## config.mk

```make
export PLATFORM = sky130hd
export DESIGN_NAME = vec_mem_unit
export DESIGN_NICKNAME = d
export VERILOG_FILES = /design/src/rtl/vec_mem_unit.sv
export SDC_FILE = /design/constraint.sdc
export NUM_CORES = 1
export LEC_CHECK = 0
export ABC_AREA = 1
export BUFFER_PORTS_ARGS = -buffer_cell sky130_fd_sc_hd__buf_2
export CAP_MARGIN = 30
export CORE_AREA = 4 4 164 166
export DETAILED_ROUTE_END_ITERATION = 6
export DIE_AREA = 0 0 168 170
export HOLD_SLACK_MARGIN = 0.03
export PLACE_DENSITY = 0.8
export SLEW_MARGIN = 20
export SYNTH_ARGS = -nofsm -noshare
export SYNTH_HDL_FRONTEND = slang
export SYNTH_SLANG_ARGS = --single-unit
```

## constraint.sdc

```tcl
create_clock -name clk -period 4.2 [get_ports clk]
set_clock_uncertainty 0.05 [all_clocks]
set_input_delay 0.84 -clock clk [delete_from_list [all_inputs] [get_ports clk]]
set_output_delay 0.84 -clock clk [all_outputs]
set_load 0.005 [all_outputs]
```

## src/rtl/vec_mem_unit.sv

```systemverilog
// Vector/scalar memory unit: drives lanes of a 4-lane access onto a single-port data memory
// over consecutive cycles and collects load data into per-lane output registers.
module vec_mem_unit #(
    parameter int unsigned DATA_W = 32,
    parameter int unsigned STRIDE = 4
) (
    input  logic              clk,
    input  logic              reset,
    input  logic              start,
    input  logic              is_store,
    input  logic              is_vector,
    input  logic [DATA_W-1:0] base_addr,
    input  logic [DATA_W-1:0] wdata1,
    input  logic [DATA_W-1:0] wdata2,
    input  logic [DATA_W-1:0] wdata3,
    input  logic [DATA_W-1:0] wdata4,
    input  logic [DATA_W-1:0] mem_rdata,
    output logic [DATA_W-1:0] mem_addr,
    output logic              mem_we,
    output logic [DATA_W-1:0] mem_wdata,
    output logic              busy,
    output logic              done,
    output logic [DATA_W-1:0] v1mem_out,
    output logic [DATA_W-1:0] v2mem_out,
    output logic [DATA_W-1:0] v3mem_out,
    output logic [DATA_W-1:0] v4mem_out
);

    typedef enum logic [1:0] {
        IDLE,
        ACCESS,
        DRAIN
    } state_t;

    state_t            r_state;
    state_t            w_next;
    logic [1:0]        r_idx;
    logic              r_store;
    logic              r_vec;
    logic [DATA_W-1:0] r_base;
    logic [DATA_W-1:0] r_wdata [4];
    logic [DATA_W-1:0] r_lane  [4];
    logic              r_done;

    logic [1:0]        w_last;
    logic              w_at_last;
    logic [DATA_W-1:0] w_aligned;
    logic [DATA_W-1:0] w_offset;

    assign w_last    = r_vec ? 2'd3 : 2'd0;
    assign w_at_last = (r_idx == w_last);
    assign w_aligned = {r_base[DATA_W-1:2], 2'b00};
    // Product truncated to DATA_W, so lane addresses wrap modulo 2^DATA_W.
    assign w_offset  = DATA_W'(STRIDE) * DATA_W'(r_idx);

    always_comb begin
        w_next    = r_state;
        mem_addr  = '0;
        mem_we    = 1'b0;
        mem_wdata = '0;
        busy      = 1'b0;
        case (r_state)
            IDLE: begin
                if (start) w_next = ACCESS;
            end
            ACCESS: begin
                busy      = 1'b1;
                mem_addr  = w_aligned + w_offset;
                mem_we    = r_store;
                mem_wdata = r_wdata[r_idx];
                if (w_at_last) w_next = r_store ? IDLE : DRAIN;
            end
            DRAIN: begin
                busy   = 1'b1;
                w_next = IDLE;
            end
            default: w_next = IDLE;
        endcase
    end

    always_ff @(posedge clk) begin
        if (reset) begin
            r_state <= IDLE;
            r_idx   <= '0;
            r_done  <= 1'b0;
            r_store <= 1'b0;
            r_vec   <= 1'b0;
            r_base  <= '0;
            for (int unsigned i = 0; i < 4; i++) begin
                r_wdata[i] <= '0;
                r_lane[i]  <= '0;
            end
        end else begin
            r_state <= w_next;
            r_done  <= 1'b0;
            case (r_state)
                IDLE: begin
                    if (start) begin
                        r_store    <= is_store;
                        r_vec      <= is_vector;
                        r_base     <= base_addr;
                        r_wdata[0] <= wdata1;
                        r_wdata[1] <= wdata2;
                        r_wdata[2] <= wdata3;
                        r_wdata[3] <= wdata4;
                        r_idx      <= '0;
                    end
                end
                ACCESS: begin
                    r_idx <= r_idx + 2'd1;
                    // Read data returned now belongs to the previous cycle's address.
                    if (!r_store && r_idx != 2'd0) r_lane[r_idx - 2'd1] <= mem_rdata;
                    if (w_at_last && r_store) r_done <= 1'b1;
                end
                DRAIN: begin
                    r_lane[w_last] <= mem_rdata;
                    r_done         <= 1'b1;
                end
                default: ;
            endcase
        end
    end

    assign done      = r_done;
    assign v1mem_out = r_lane[0];
    assign v2mem_out = r_lane[1];
    assign v3mem_out = r_lane[2];
    assign v4mem_out = r_lane[3];

endmodule

```

Word-level counts from Yosys, hierarchy flattened --
Memories as Yosys holds them, arrays and structs flattened. A register that Yosys moved wholly into a read port is not among the register bits. Cells that the tools add are included.
Storage, ports and cells: word-level logic and storage cells 70, memory bits (writable) 256, memories 2, bits in registers 39, output and inout bits 195
Memory list:
- r_lane | words 4, width 32, read ports 4, clocked after memory_dff 0, write ports 4, RTL line 42 | logic [DATA_W-1:0] r_lane [4];
- r_wdata | words 4, width 32, read ports 1, clocked after memory_dff 1, write ports 4, RTL line 41 | logic [DATA_W-1:0] r_wdata [4];
Operators by class: add/subtract/negate cells 3, reduce and logical (&&, ||, !) cells 12, bitwise gates (word level) 4, muxes and demuxes 38, eq/ne operators 5
Operators with widths (number):
- 32-bit two-way mux | 8
- 32-bit OR reduction | 2
- 32-bit by 4-bit adder with 32-bit output | 1
- 1-bit two-way mux | 18
- 2-bit two-way mux | 9
- 2-bit one-hot mux with 2 select lines | 2
- 2-bit AND reduction | 3
- 2-bit inequality test (second input constant) | 2
- 1-bit OR | 4
- 2-bit nonzero test | 2
- 2-bit by 1-bit adder with 2-bit output (second input constant) | 1
- 2-bit by 1-bit equality test with 1-bit output (second input constant) | 1
- 2-bit equality test | 1
- 2-bit equality test (second input constant) | 1
- 1-bit logical AND | 2
- 2-bit zero test | 1
- 1-bit one-hot mux with 2 select lines | 1
- 2-bit OR reduction | 1
- 2-bit by 1-bit subtractor with 2-bit output (second input constant) | 1
- 1-bit zero test | 1

Longest topological paths before layout --
word-level depth 9, mapped depth 10, mapped depth without buffers 10

Worst setup path after synthesis --
Ideal clock, no wire load.
path type input port to flip-flop, start in reset, end mem r_wdata[0][0] (enable), buffers on the path 2, slack 0.994 ns, cell stages on the path 4, arrival 2.724 ns, path through inv_2 > buf_2 > nand2_1 > buf_2
RTL lines:
- start, declared | RTL line 8 | input logic reset,
- end, declared | RTL line 41

Final worst setup path --
start reg r_state[1], end out mem_wdata[5]
On the way: cells in the longest elaborated chain, start to end 2
Ends and longest elaborated chain:
- start, declared | RTL line 35 | state_t r_state;
- start signal, assigned | RTL line 94 | r_state <= w_next;
- 2-bit by 1-bit equality test with 1-bit output | RTL line 62 | case (r_state)
- 32-bit two-way mux | RTL line 62
- end, declared | RTL line 20 | output logic [DATA_W-1:0] mem_wdata,
No other way between the ends.

==> impl_metrics.toml <==
[worst_setup_path]
worstPathRequired_ps = 3310
cp_data_arrival_time_ps = 2600
crit_end = "mem_wdata[5]"
criticalPathCategory = "reg2out"
cp_cell_sequence = "inv_1, ha_1, clkinv_1, buf_4, a21oi_1, buf_2"
crit_family = "buffers and inverters"
r2r_slack_ps = 1520
cp-start-kind = "flip-flop"
cp_slowest_cell = "clkinv_1"
rr_startpoint = "r_state[1]"
reg2reg_to = "r_lane[2][20]"
path_depth = 6
cp_max_fo = 20
cp-startpoint = "r_state[1]"
critPathCaptureType = "output port"
rr_worst_depth = 11
slowest_delay_ps = 610
crit_buf_inv = 4

[floorplanning]
io_pins = 392
rows = 59
start_util_pct = 50.92
core_area_sq_um = 25620
die_h_um = 170
dieArea_sq_um = 28560
die-width_um = 168

[timing]
min_period_ps = 3489
setup_violations = 0
hold_slack_ps = 432.4
worst_slack_ps = 710.6
relSlewSlack_pct = 48.54
setup_tns_ps = 0
rsz0062_at_grt = "false"
period_share_pct = 83.08
slew_viol_final = 0
tightest_slew_ps = 767.1
finalHoldViolations = 0
clock.fmax_mhz = 286.6

[yosys]
syn_inst = 1373
ys_warn_count = 0
yosysTopAreaCell = "edfxtp_1"
synth_cell_types = 32
seq_area_frac_synth_pct = 64.93
synth_top_cells_by_area = "edfxtp_1 (59%), nor2_1 (12%), dfxtp_1 (6.0%)"
syn_area_sq_um = 13040
synth-seq-cells = 295
syn_avg_cell_area_sq_um = 9.499
synth_top_area_share_pct = 58.94

[routing]
wire_per_inst_um = 16.40
postRouteAntennaNets = 0
first_pass_iters = 6
drt_iter0_drc = 1000
wirelength_mm = 34.65
avgViaCountPerCell = 5.005
num_vias = 10576
drc = 0

[clocking]
cts_root_buffer = "clkbuf_16"
cts_tree = "yes"
hold_buffers = 0
cts.sinks = 295
clk_pin_slew_ps = 60
clk_latency_ps = 540
ctsResizeCount = 0
h-tree-depth = 1
cts_made_buffers = 30
post_cts_buffers = 0
cts_max_path_buffers = 3

[placed_design]
dpl.cell_count = 2056
dpl.hpwl_mm = 24.47
port_buffers = 387
placed_cell_area_sq_um = 15310
dp_worst_setup_slack_ps = 1181
gp_congestion = 0.8999

[cells_and_area]
syn2layout_area_growth_pct = 25.00
fin_cells = 2113
layout.nets = 1958
multi_input_area_sq_um = 3481
design_area_sq_um = 16300
final-seq-area_sq_um = 8469
fillers = 2075
final_util_pct = 63.64
layout-drive-gt1-share_pct = 27.69

[status]
outcome = "complete, no violations"

[grt]
grt_pass1_vias = 10206
track_usage_pct = 23.12
antenna_found_initial = 5
grt_max_degree = 65
grt_pass1_wl_mm = 52.77
grt-ovfl-total = 0

[worst_hold_path]
hold_class = "reg2reg"

[power]
power.total_mw = 7.088
comb_power_share_pct = 12.3
p_sw_mw = 1.741
powerDensity_nw_per_um2 = 434.8
seqPwrFrac_pct = 50.6
clock_power_share_pct = 37.2
p_sw_share_pct = 24.56
ir_worst_vdd_v = 0.0003915
leakage_nw = 7.663
p_int_mw = 5.348

[flow_run]
maxCapViolCount = 0
-- synthesized netlist by cell type --
master	count
nand2_2	2
fa_1	1
conb_1	1
buf_4	3
nand4_4	1
xor2_1	2
nand4_1	2
nand3b_1	1
buf_2	25
buf_1	5
nor3_1	1
nand2_4	1
o21ai_2	1
nand4_2	1
inv_1	206
clkbuf_1	24
o21ai_1	1
clkinv_1	2
nor2_2	22
o21ai_0	97
nor2_4	2
a21oi_1	47
nand3_2	3
nor2_1	402
dfxtp_1	39
edfxtp_1	256
nand3_1	26
a21oi_2	1
inv_2	2
nand2_1	184
buf_6	6
ha_1	6
-- worst min-delay path, cell delays in order, from the launching register on --
cell and delay (ps):
dfxtp_1 320, nand3_1 70, nand2_1 50
-- kinds of logic after synthesis --
group                    synth area share (%)
AND/OR/NAND/NOR                         19.95
flip-flops                              64.93
buffers and inverters                   8.528
AO/OA/AOI/OAI                           5.698
adder cells (fa/ha/maj)                0.7291
XOR/XNOR                               0.1343
other                                 0.02875
-- layout by cell type, fill, tap and decap left out, drive strengths merged --
| cell type | netlist | layout |
|---|---|---|
| nor2 | 426 | 426 |
| buf | 39 | 411 |
| edfxtp | 256 | 256 |
| inv | 208 | 209 |
| nand2 | 187 | 187 |
| o21ai | 99 | 99 |
| a21oi | 48 | 48 |
| clkbuf | 24 | 41 |
| dfxtp | 39 | 39 |
| nand3 | 29 | 29 |
| clkinv | 2 | 11 |
| ha | 6 | 6 |
| nand4 | 4 | 4 |
| bufinv | 0 | 3 |
| xor2 | 2 | 2 |
| conb | 1 | 2 |
| diode | 0 | 1 |
| nand3b | 1 | 1 |
| nor3 | 1 | 1 |
| fa | 1 | 1 |
| clkinvlp | 0 | 1 |
-- power by group through the flow --
stage | registers [mW] | logic, mW | clock network (mW)
floorplan | 3.64 | 0.460 | 0
global placement | 3.64 | 0.836 | 0
detailed placement | 3.65 | 0.869 | 0
CTS | 3.58 | 0.877 | 2.67
global route | 3.61 | 0.978 | 2.79
finish | 3.58 | 0.869 | 2.63
-- area by class of cell --
type                       count  share of cell area, %
inverter                     210                  4.843
clock inverter                14                 0.9133
timing repair buffer         411                  13.31
sequential                   295                  51.95
tap                          335                  2.571
clock buffer                  41                  5.050
multi-input combinational    806                  21.35
antenna                        1                0.01535
-- worst min path at each step --
stage,from,end,cells after the start
finish,r_base[2],r_base[2],2
global route,base_addr[20],r_base[20],3
CTS,base_addr[19],r_base[19],3
detailed placement,r_base[2],r_base[2],2
global placement,r_base[2],r_base[2],2
floorplan,r_base[2],r_base[2],2
-- state kept, by name, indices dropped and copies added, names as in the netlist, named ones only --
name	flops
r_wdata	128
r_lane	128
r_state	2
done	1
r_vec	1
r_store	1
r_base	30
r_idx	2
-- metal layers --
layer	global-route usage, %	share of wire [%]	vias up
li1	-	-	5102
met1	29.40	38	4861
met2	39.61	49	514
met3	4.925	9.4	91
met4	8.010	3.4	8
met5	0	0.18	-
Note: power is estimated with default switching activity, not from simulation.
